File: src/rtl/uart_pkg.sv
// Shared UART definitions: FSM states, data width and baud divider helper.
package uart_pkg;

  localparam int unsigned DATA_W = 8;

  typedef enum logic [2:0] {
    ST_IDLE,
    ST_START,
    ST_DATA,
    ST_STOP,
    ST_BREAK
  } uart_state_e;

  // System clocks per serial bit (integer divide).
  function automatic int unsigned clks_per_bit(input int unsigned clk_hz,
                                               input int unsigned baud);
    return clk_hz / baud;
  endfunction

endpackage

File: src/rtl/uart_receiver_if.sv
// Receiver-side bus: serial pin plus byte holding register handshake.
interface uart_receiver_if;
  import uart_pkg::*;

  logic              rx_serial;
  logic [DATA_W-1:0] rx_data;
  logic              rx_valid;
  logic              rx_ack;
  logic              frame_error;
  logic              overrun;
  logic              busy;

  // Receiver side
  modport master (
    input  rx_serial,
    input  rx_ack,
    output rx_data,
    output rx_valid,
    output frame_error,
    output overrun,
    output busy
  );

  // Consumer / line side
  modport slave (
    output rx_serial,
    output rx_ack,
    input  rx_data,
    input  rx_valid,
    input  frame_error,
    input  overrun,
    input  busy
  );

endinterface

File: src/rtl/sync_2ff.sv
// Generic two-flop synchronizer with configurable reset value.
module sync_2ff #(
  parameter bit RESET_VAL = 1'b1
) (
  input  logic clk,
  input  logic reset,
  input  logic d_i,
  output logic q_o
);

  logic meta_q;
  logic sync_q;

  // Two-stage resynchronization of the asynchronous input.
  always_ff @(posedge clk or posedge reset) begin
    if (reset) begin
      meta_q <= RESET_VAL;
      sync_q <= RESET_VAL;
    end else begin
      meta_q <= d_i;
      sync_q <= meta_q;
    end
  end

  assign q_o = sync_q;

endmodule

File: src/rtl/uart_receiver.sv
// 8N1 LSB-first UART receiver with holding register and valid/ack handshake.
module uart_receiver
  import uart_pkg::*;
#(
  parameter int unsigned CLK_FREQ_HZ = 20_000_000,
  parameter int unsigned BAUD_RATE   = 115_200
) (
  input  logic            clk,
  input  logic            reset,
  uart_receiver_if.master bus
);

  localparam int unsigned CPB   = clks_per_bit(CLK_FREQ_HZ, BAUD_RATE);
  localparam int unsigned HALF  = CPB / 2;
  localparam int unsigned CNT_W = $clog2(CPB);
  localparam int unsigned IDX_W = $clog2(DATA_W);

  logic              rx_sync;
  uart_state_e       state_q, state_d;
  logic [CNT_W-1:0]  cnt_q, cnt_d;
  logic [IDX_W-1:0]  idx_q, idx_d;
  logic [DATA_W-1:0] shift_q, shift_d;
  logic [DATA_W-1:0] data_q, data_d;
  logic              valid_q, valid_d;
  logic              fe_q, fe_d;
  logic              ovr_q, ovr_d;
  logic              busy_q, busy_d;
  logic              at_half;
  logic              at_full;

  sync_2ff #(.RESET_VAL(1'b1)) u_sync (
    .clk   (clk),
    .reset (reset),
    .d_i   (bus.rx_serial),
    .q_o   (rx_sync)
  );

  assign at_half = (cnt_q == CNT_W'(HALF - 1));
  assign at_full = (cnt_q == CNT_W'(CPB - 1));

  // Next-state: frame sequencing, sampling and delivery into the holding register.
  always_comb begin
    state_d = state_q;
    cnt_d   = cnt_q;
    idx_d   = idx_q;
    shift_d = shift_q;
    data_d  = data_q;
    valid_d = valid_q;
    fe_d    = 1'b0;
    ovr_d   = ovr_q;

    if (bus.rx_ack) begin
      valid_d = 1'b0;
      ovr_d   = 1'b0;
    end

    unique case (state_q)
      ST_IDLE: begin
        if (!rx_sync) begin
          state_d = ST_START;
          cnt_d   = '0;
        end
      end
      ST_START: begin
        if (at_half) begin
          cnt_d = '0;
          if (rx_sync) begin
            state_d = ST_IDLE;
          end else begin
            state_d = ST_DATA;
            idx_d   = '0;
          end
        end else begin
          cnt_d = cnt_q + CNT_W'(1);
        end
      end
      ST_DATA: begin
        if (at_full) begin
          cnt_d          = '0;
          shift_d[idx_q] = rx_sync;
          if (idx_q == IDX_W'(DATA_W - 1)) begin
            state_d = ST_STOP;
          end else begin
            idx_d = idx_q + IDX_W'(1);
          end
        end else begin
          cnt_d = cnt_q + CNT_W'(1);
        end
      end
      ST_STOP: begin
        if (at_full) begin
          cnt_d = '0;
          if (rx_sync) begin
            state_d = ST_IDLE;
            // A consumer ack in the same cycle frees the register for the new byte.
            if (!valid_q || bus.rx_ack) begin
              data_d  = shift_q;
              valid_d = 1'b1;
            end else begin
              ovr_d = 1'b1;
            end
          end else begin
            fe_d    = 1'b1;
            state_d = ST_BREAK;
          end
        end else begin
          cnt_d = cnt_q + CNT_W'(1);
        end
      end
      ST_BREAK: begin
        if (rx_sync) begin
          state_d = ST_IDLE;
        end
      end
      default: begin
        state_d = ST_IDLE;
      end
    endcase

    busy_d = (state_d != ST_IDLE);
  end

  // State and output registers.
  always_ff @(posedge clk or posedge reset) begin
    if (reset) begin
      state_q <= ST_IDLE;
      cnt_q   <= '0;
      idx_q   <= '0;
      shift_q <= '0;
      data_q  <= '0;
      valid_q <= 1'b0;
      fe_q    <= 1'b0;
      ovr_q   <= 1'b0;
      busy_q  <= 1'b0;
    end else begin
      state_q <= state_d;
      cnt_q   <= cnt_d;
      idx_q   <= idx_d;
      shift_q <= shift_d;
      data_q  <= data_d;
      valid_q <= valid_d;
      fe_q    <= fe_d;
      ovr_q   <= ovr_d;
      busy_q  <= busy_d;
    end
  end

  assign bus.rx_data     = data_q;
  assign bus.rx_valid    = valid_q;
  assign bus.frame_error = fe_q;
  assign bus.overrun     = ovr_q;
  assign bus.busy        = busy_q;

endmodule

File: src/flat_wrapper.sv
// flat-port wrapper written by rule: the top's interface ports become plain ports
module uart_receiver_flat import uart_pkg::*;
#(
  parameter int unsigned CLK_FREQ_HZ = 20_000_000,
  parameter int unsigned BAUD_RATE   = 115_200
)
  (clk, reset, bus_rx_serial, bus_rx_ack, bus_rx_data, bus_rx_valid, bus_frame_error, bus_overrun, bus_busy);
  uart_receiver_if bus_i ();
  input  logic clk;
  input  logic reset;
  input wire logic [$bits(bus_i.rx_serial)-1:0] bus_rx_serial;
  input wire logic [$bits(bus_i.rx_ack)-1:0] bus_rx_ack;
  output wire logic [$bits(bus_i.rx_data)-1:0] bus_rx_data;
  output wire logic [$bits(bus_i.rx_valid)-1:0] bus_rx_valid;
  output wire logic [$bits(bus_i.frame_error)-1:0] bus_frame_error;
  output wire logic [$bits(bus_i.overrun)-1:0] bus_overrun;
  output wire logic [$bits(bus_i.busy)-1:0] bus_busy;
  assign bus_i.rx_serial = bus_rx_serial;
  assign bus_i.rx_ack = bus_rx_ack;
  assign bus_rx_data = bus_i.rx_data;
  assign bus_rx_valid = bus_i.rx_valid;
  assign bus_frame_error = bus_i.frame_error;
  assign bus_overrun = bus_i.overrun;
  assign bus_busy = bus_i.busy;
  uart_receiver #(.CLK_FREQ_HZ(CLK_FREQ_HZ), .BAUD_RATE(BAUD_RATE)) u_core (.clk(clk), .reset(reset), .bus(bus_i));
endmodule
File: config.mk
export PLATFORM = sky130hd
export DESIGN_NAME = uart_receiver_flat
export DESIGN_NICKNAME = d
export VERILOG_FILES = /design/src/rtl/uart_pkg.sv /design/src/rtl/uart_receiver_if.sv /design/src/rtl/sync_2ff.sv /design/src/rtl/uart_receiver.sv /design/src/flat_wrapper.sv
export SDC_FILE = /design/constraint.sdc
export NUM_CORES = 1
export LEC_CHECK = 0
export ABC_AREA = 1
export CAP_MARGIN = 0
export CORE_MARGIN = 2
export CORE_UTILIZATION = 51
export DETAILED_ROUTE_END_ITERATION = 12
export PLACE_DENSITY = 0.8
export RECOVER_POWER = 25
export SLEW_MARGIN = 5
export SYNTH_ARGS = -nofsm -noshare
export SYNTH_HDL_FRONTEND = slang
export SYNTH_SLANG_ARGS = --single-unit
File: constraint.sdc
create_clock -name clk -period 1.6 [get_ports clk]
set_clock_uncertainty 0.15 [all_clocks]
set_input_delay 0.16 -clock clk [delete_from_list [all_inputs] [get_ports clk]]
set_output_delay 0.16 -clock clk [all_outputs]
set_load 0.1 [all_outputs]
# Word level (Yosys, flattened, before mapping)
# Index checks and enable logic that the tools add are counted.
word_totals:
  ff_bits: 36
  inputBits: 4
  wordCells: 73
classes:
  eq_ne: 12
  magnitude_cmp: 2
  add_sub_neg: 2
  n_reduce_logical: 12
  muxes: 34
op_table:
  columns: ["operator", "count"]
  rows:
  - ["$mux 3", 11]
  - ["$mux 8", 3]
  - ["$pmux 8 s3", 1]
  - ["$pmux 3 s5", 1]
  - ["$mux 1", 14]
  - ["$add 8x1->8 const B", 1]
  - ["$bwmux 8", 1]
  - ["$eq 8x7->1 const B", 1]
  - ["$eq 8x8->1 const B", 1]
  - ["$eq 3x2->1 const B", 2]
  - ["$eq 3x3->1 const B", 2]
  - ["$ne 2x2->1 const B", 3]
  - ["$pmux 3 s2", 1]
  - ["$reduce_bool 3->1", 2]
  - ["$reduce_and 5->1", 1]
  - ["$lt 3x4->1 const B", 1]
  - ["$ne 2x1->1 const B", 2]
  - ["$reduce_and 2->1", 2]
  - ["$reduce_and 4->1", 1]
  - ["$add 3x1->3 const B", 1]
  - ["$demux 1 s3", 1]
  - ["$eq 3x1->1 const B", 1]
  - ["$ge 3x1->1 const B", 1]
  - ["$logic_not 3->1", 1]
  - ["other kinds (6)", 6]

# Depth between registers and ports, before layout
logic_depth:
  ltp_word: 6
  mapped_depth: 10
  ltp_nobuf: 10

# By module
# Synthesis repeated with hierarchy kept, for this count alone.
unflattened:
  hier_cells: 229
  area_unflattened_um2: 1798.0
modules_own_cells:
  columns: ["mod", "area_each_um2", "seq_area_each_um2", "cells_per_inst", "n_inst"]
  rows:
  - ["uart_receiver", 1741.7, 850.8, 226, 1]
  - ["sync_2ff", 56.3, 52.6, 3, 1]

# Worst setup path before layout
# No wires, ideal clock.
synth_path:
  kind: "register to register"
  startpoint: "register u_core.valid_q (netlist: u_core.bus.rx_valid)"
  endpoint: "register u_core.data_q[0] (netlist: u_core.bus.rx_data[0])"
  synth_period_minus_slack_ps: 1985
  setup_time_ps: 125
  slack_ps: -385
  arrival_time_ps: 1710
  path_stages_with_launch: 6
  cell_sequence: "dfrtp_1 inv_1 nor2_1 nor2_8 nand2_1 nand2_1"
synth_between:
  elab_chain_cells: 3
synth_rtl:
  columns: ["item", "line", "source"]
  rows:
  - ["from (decl)", "uart_receiver.sv:24", "logic valid_q, valid_d;"]
  - ["from (signal assigned)", "uart_receiver.sv:141", "valid_q <= valid_d;"]
  - ["$logic_not 1->1", "uart_receiver.sv:96", "if (!valid_q || bus.rx_ack) begin"]
  - ["$logic_or 1x1->1", "uart_receiver.sv:96", null]
  - ["$reduce_and 4->1 (no source line)", null, null]
  - ["to (signal assigned)", "uart_receiver.sv:140", "data_q <= data_d;"]
  - ["to (decl)", "uart_receiver.sv:23", "logic [DATA_W-1:0] data_q, data_d;"]
# No other way between the ends.
# A chain may end at the register's enable or synchronous reset.

# Worst setup path in the final report
layout_path:
  startpoint: "register u_core.cnt_q[1]"
  endpoint: "register u_core.shift_q[7]"
layout_between:
  elab_chain_cells: 2
layout_rtl:
  columns: ["item", "line", "source"]
  rows:
  - ["from (decl)", "uart_receiver.sv:20", "logic [CNT_W-1:0] cnt_q, cnt_d;"]
  - ["from (signal assigned)", "uart_receiver.sv:137", "cnt_q <= cnt_d;"]
  - ["$eq 8x8->1", "uart_receiver.sv:39", "assign at_full = (cnt_q == CNT_W'(CPB - 1));"]
  - ["$reduce_and 2->1 (no source line)", null, null]
  - ["to (signal assigned)", "uart_receiver.sv:139", "shift_q <= shift_d;"]
  - ["to (decl)", "uart_receiver.sv:22", "logic [DATA_W-1:0] shift_q, shift_d;"]
# No other way between the ends.

==> results_dict.tcl <==
set metrics [dict create \
    outcome "finished, violations left" \
    violations "setup timing" \
    worst_slew_pin_slew_ns 0.6204 \
    grt_pass1_vias 1535 \
    netlist_area_sq_um 1827 \
    setup_tns_ns -1.094 \
    final_core_utilization 0.7375 \
    dp_hpwl_microns 2681 \
    holdWs_ns 0.1832 \
    setup_viol 20 \
    dr.pass1.iters 4 \
    initial_utilization 0.5389 \
    grt.total_usage 0.2096 \
    grt_max_degree 37 \
    drtIter0Drc 82 \
    nets 271 \
    vias 1613 \
    io_pins 16 \
    crit_path_start_kind "flop" \
    die_y_microns 63.85 \
    min_path_cells 1 \
    antennaDiodeCount 0 \
    fp.dieW_microns 63.85 \
    path_class "flop to flop" \
    syn_nets 232 \
    worstRegToRegCells 9 \
    p_clk_frac 0.340 \
    fp-row-count 21 \
    pwr-share-seq 0.632 \
    finalHoldViolations 0 \
    max_freq_ghz 0.5764 \
    worst_slack_ns -0.1349 \
    fill_cells 226 \
    wire_per_inst_microns 13.28 \
    clockBufferDepth 2 \
    arrival_ns 1.82 \
    rsz0062_at_grt "yes" \
    ys_seq_area_frac 0.4945 \
    swShare 0.2434 \
    hold_path_class "input pin to flop" \
    instances_no_fill 309 \
    syn_to_final_growth_pct 36.85 \
    period_needed_ns 1.735 \
    total_power_mw 1.447 \
    power.density_nw_per_um2 579.0 \
    wl_microns 4102 \
    placedCellCount 296 \
    core_area_sq_um 3390 \
    ys_warn_count 0 \
    synthCells 223 \
    gp_congestion 0.8809 \
    vdd_drop_max_uv 572.7 \
    drv_cap 0 \
    finalInstanceArea_sq_um 2500 \
    grt_pass1_wl_microns 6637 \
    p_comb_frac 0.028 \
    htreeDepth 2 \
    syn_area_per_cell_sq_um 8.192 \
    via_per_inst 5.220 \
    power_switching_mw 0.3522 \
    place_ws_ns -0.09118 \
    slew_viol_final 0 \
    dieArea_sq_um 4077 \
    drc_errors 0 \
    port_buffers 15 \
    p_leak_nw 1.238 \
    fin_crit_sh 1.084 \
    power.internal_mw 1.095 \
    layout-drive-gt1-share 0.3384 \
    ys_types 25 \
    cts_tree "done" \
    grt-ovfl-total 0 \
    end_kind "flop" \
    ant_nets 0 \
    cts.sinks 36 \
    post_dp_cell_area_sq_um 2270 \
    clockRootBuffer "clkbuf_4" \
    numCtsBuffers 5 \
    synth-seq-cells 36 \
    antenna_found_initial 0 \
    clk_pin_slew_worst_paths_ns 0.12 \
    crit_required_ns 1.69 \
    relSlewSlack 0.5859 \
    crit_fanout 8 \
    clock_latency_ns 0.35 \
]
-- synthesized netlist by cell type --
cell       n  share of area
nor2_1    15          0.031
nor3_1     2         0.0055
xor2_1     2         0.0096
inv_1     25          0.051
clkinv_2   1         0.0027
nand3b_1   2         0.0082
o21ai_2    1         0.0048
inv_2      1         0.0021
nor2_4     2          0.012
dfstp_2    2          0.029
nor2_2     2         0.0068
nand3_4    1         0.0096
nand4_1    7          0.024
nand2_4    1         0.0062
nor2_8     1          0.011
a21boi_0   2         0.0082
a21oi_1    1         0.0027
ha_1       5          0.034
nand2_1   68           0.14
nand2_2    1         0.0034
o21ai_0   20          0.055
nand3_1   23          0.063
o21bai_1   3          0.012
dfrtp_1   34           0.47
clkbuf_1   1         0.0021
-- path summary, 6_finish.rpt --
kind,slack (ns),start,end
max in group asynchronous,0.17,reset,u_core.u_sync.q_o$_DFF_PP1_
setup / recovery,-0.13,u_core.cnt_q[1]$_DFFE_PP0P_,u_core.shift_q[7]$_DFFE_PP0P_
setup reg to reg,-0.13,u_core.cnt_q[1]$_DFFE_PP0P_,u_core.shift_q[7]$_DFFE_PP0P_
hold reg to reg,0.22,u_core.u_sync.meta_q$_DFF_PP1_,u_core.u_sync.q_o$_DFF_PP1_
hold / removal,0.18,bus_rx_serial,u_core.u_sync.meta_q$_DFF_PP1_
min in group asynchronous,0.77,reset,u_core.bus.overrun$_DFF_PP0_
-- power groups by stage --
stage,Combinational [mW],Sequential [mW],Clock (mW)
detailed placement,0.0442,0.933,0
finish,0.0405,0.915,0.492
floorplan,0.0187,0.934,0
CTS,0.0470,0.915,0.501
global route,0.0461,0.916,0.542
global placement,0.0436,0.932,0
-- per-layer routing --
metal	global-route usage	vias to the layer above	part of all wire
met3	0.04225	9	0.050
met2	0.3685	41	0.52
met4	0.08152	0	0.013
met5	0	-	0
li1	-	809	-
met1	0.2506	754	0.42
-- cell type report --
| type | count | area, sq um | area share |
|---|---|---|---|
| multi-input combinational | 160 | 974.7 | 0.3899 |
| sequential | 36 | 904.6 | 0.3619 |
| timing repair buffer | 32 | 400.4 | 0.1602 |
| inverter | 27 | 106.4 | 0.04254 |
| tap | 46 | 57.56 | 0.02302 |
| clock buffer | 5 | 37.54 | 0.01502 |
| clock inverter | 3 | 18.77 | 0.007508 |
-- worst max-delay path, cell delays in order, from the launching register on --
cell and delay, ns:
dfrtp_1 0.40, inv_2 0.09, ha_4 0.14, nand2_4 0.05, nor2_4 0.11, nand2_4 0.11, nor2_4 0.26, nand3_2 0.12
nand2_1 0.09, o21ai_0 0.09
-- placed cells by master (no fill, tap or decap) --
master,instances
a21boi_0,1
a21boi_1,1
a21oi_1,1
buf_12,12
buf_4,15
clkbuf_4,6
clkdlybuf4s50_1,1
clkinv_2,2
clkinv_4,2
dfrtp_1,33
dfrtp_2,1
dfstp_2,2
dlygate4sd3_1,3
ha_1,4
ha_4,1
inv_1,23
inv_2,3
nand2_1,51
nand2_2,16
nand2_4,3
nand3_1,14
nand3_2,10
nand3_4,1
nand3b_1,2
nand4_1,7
nor2_1,10
nor2_2,5
nor2_4,4
nor2_8,1
nor3_1,2
o21ai_0,9
o21ai_1,7
o21ai_2,5
o21bai_1,3
xor2_1,2
-- flip-flops by register name (all words and copies together), names as in the netlist --
name                    flops
u_core.bus.rx_data          8
u_core.cnt_q                8
u_core.shift_q              8
u_core.idx_q                3
u_core.state_q              3
u_core.bus.busy             1
u_core.bus.frame_error      1
u_core.bus.overrun          1
u_core.bus.rx_valid         1
u_core.u_sync.meta_q        1
u_core.u_sync.q_o           1
-- kinds of logic (layout without fill, tap and decap cells) --
family	after synthesis	after routing	synth area share
fa+ha+maj	5	5	0.03425
buf+inv	28	67	0.05821
flops	36	36	0.4945
compound gates	27	27	0.08287
simple gates	125	126	0.3205
xor+xnor	2	2	0.009591
-- timing repair --
item | in CTS | in global routing
buffers inserted | 1 | 2
hold buffers | 1 | 0
endpoints found under the hold margin | 19 | 0
gates resized for setup | 15 | 39
setup endpoints to repair | 24 | 28
cloned | 1 | 0
pin swaps | 11 | 13
Power figures use the tool's default switching activity.
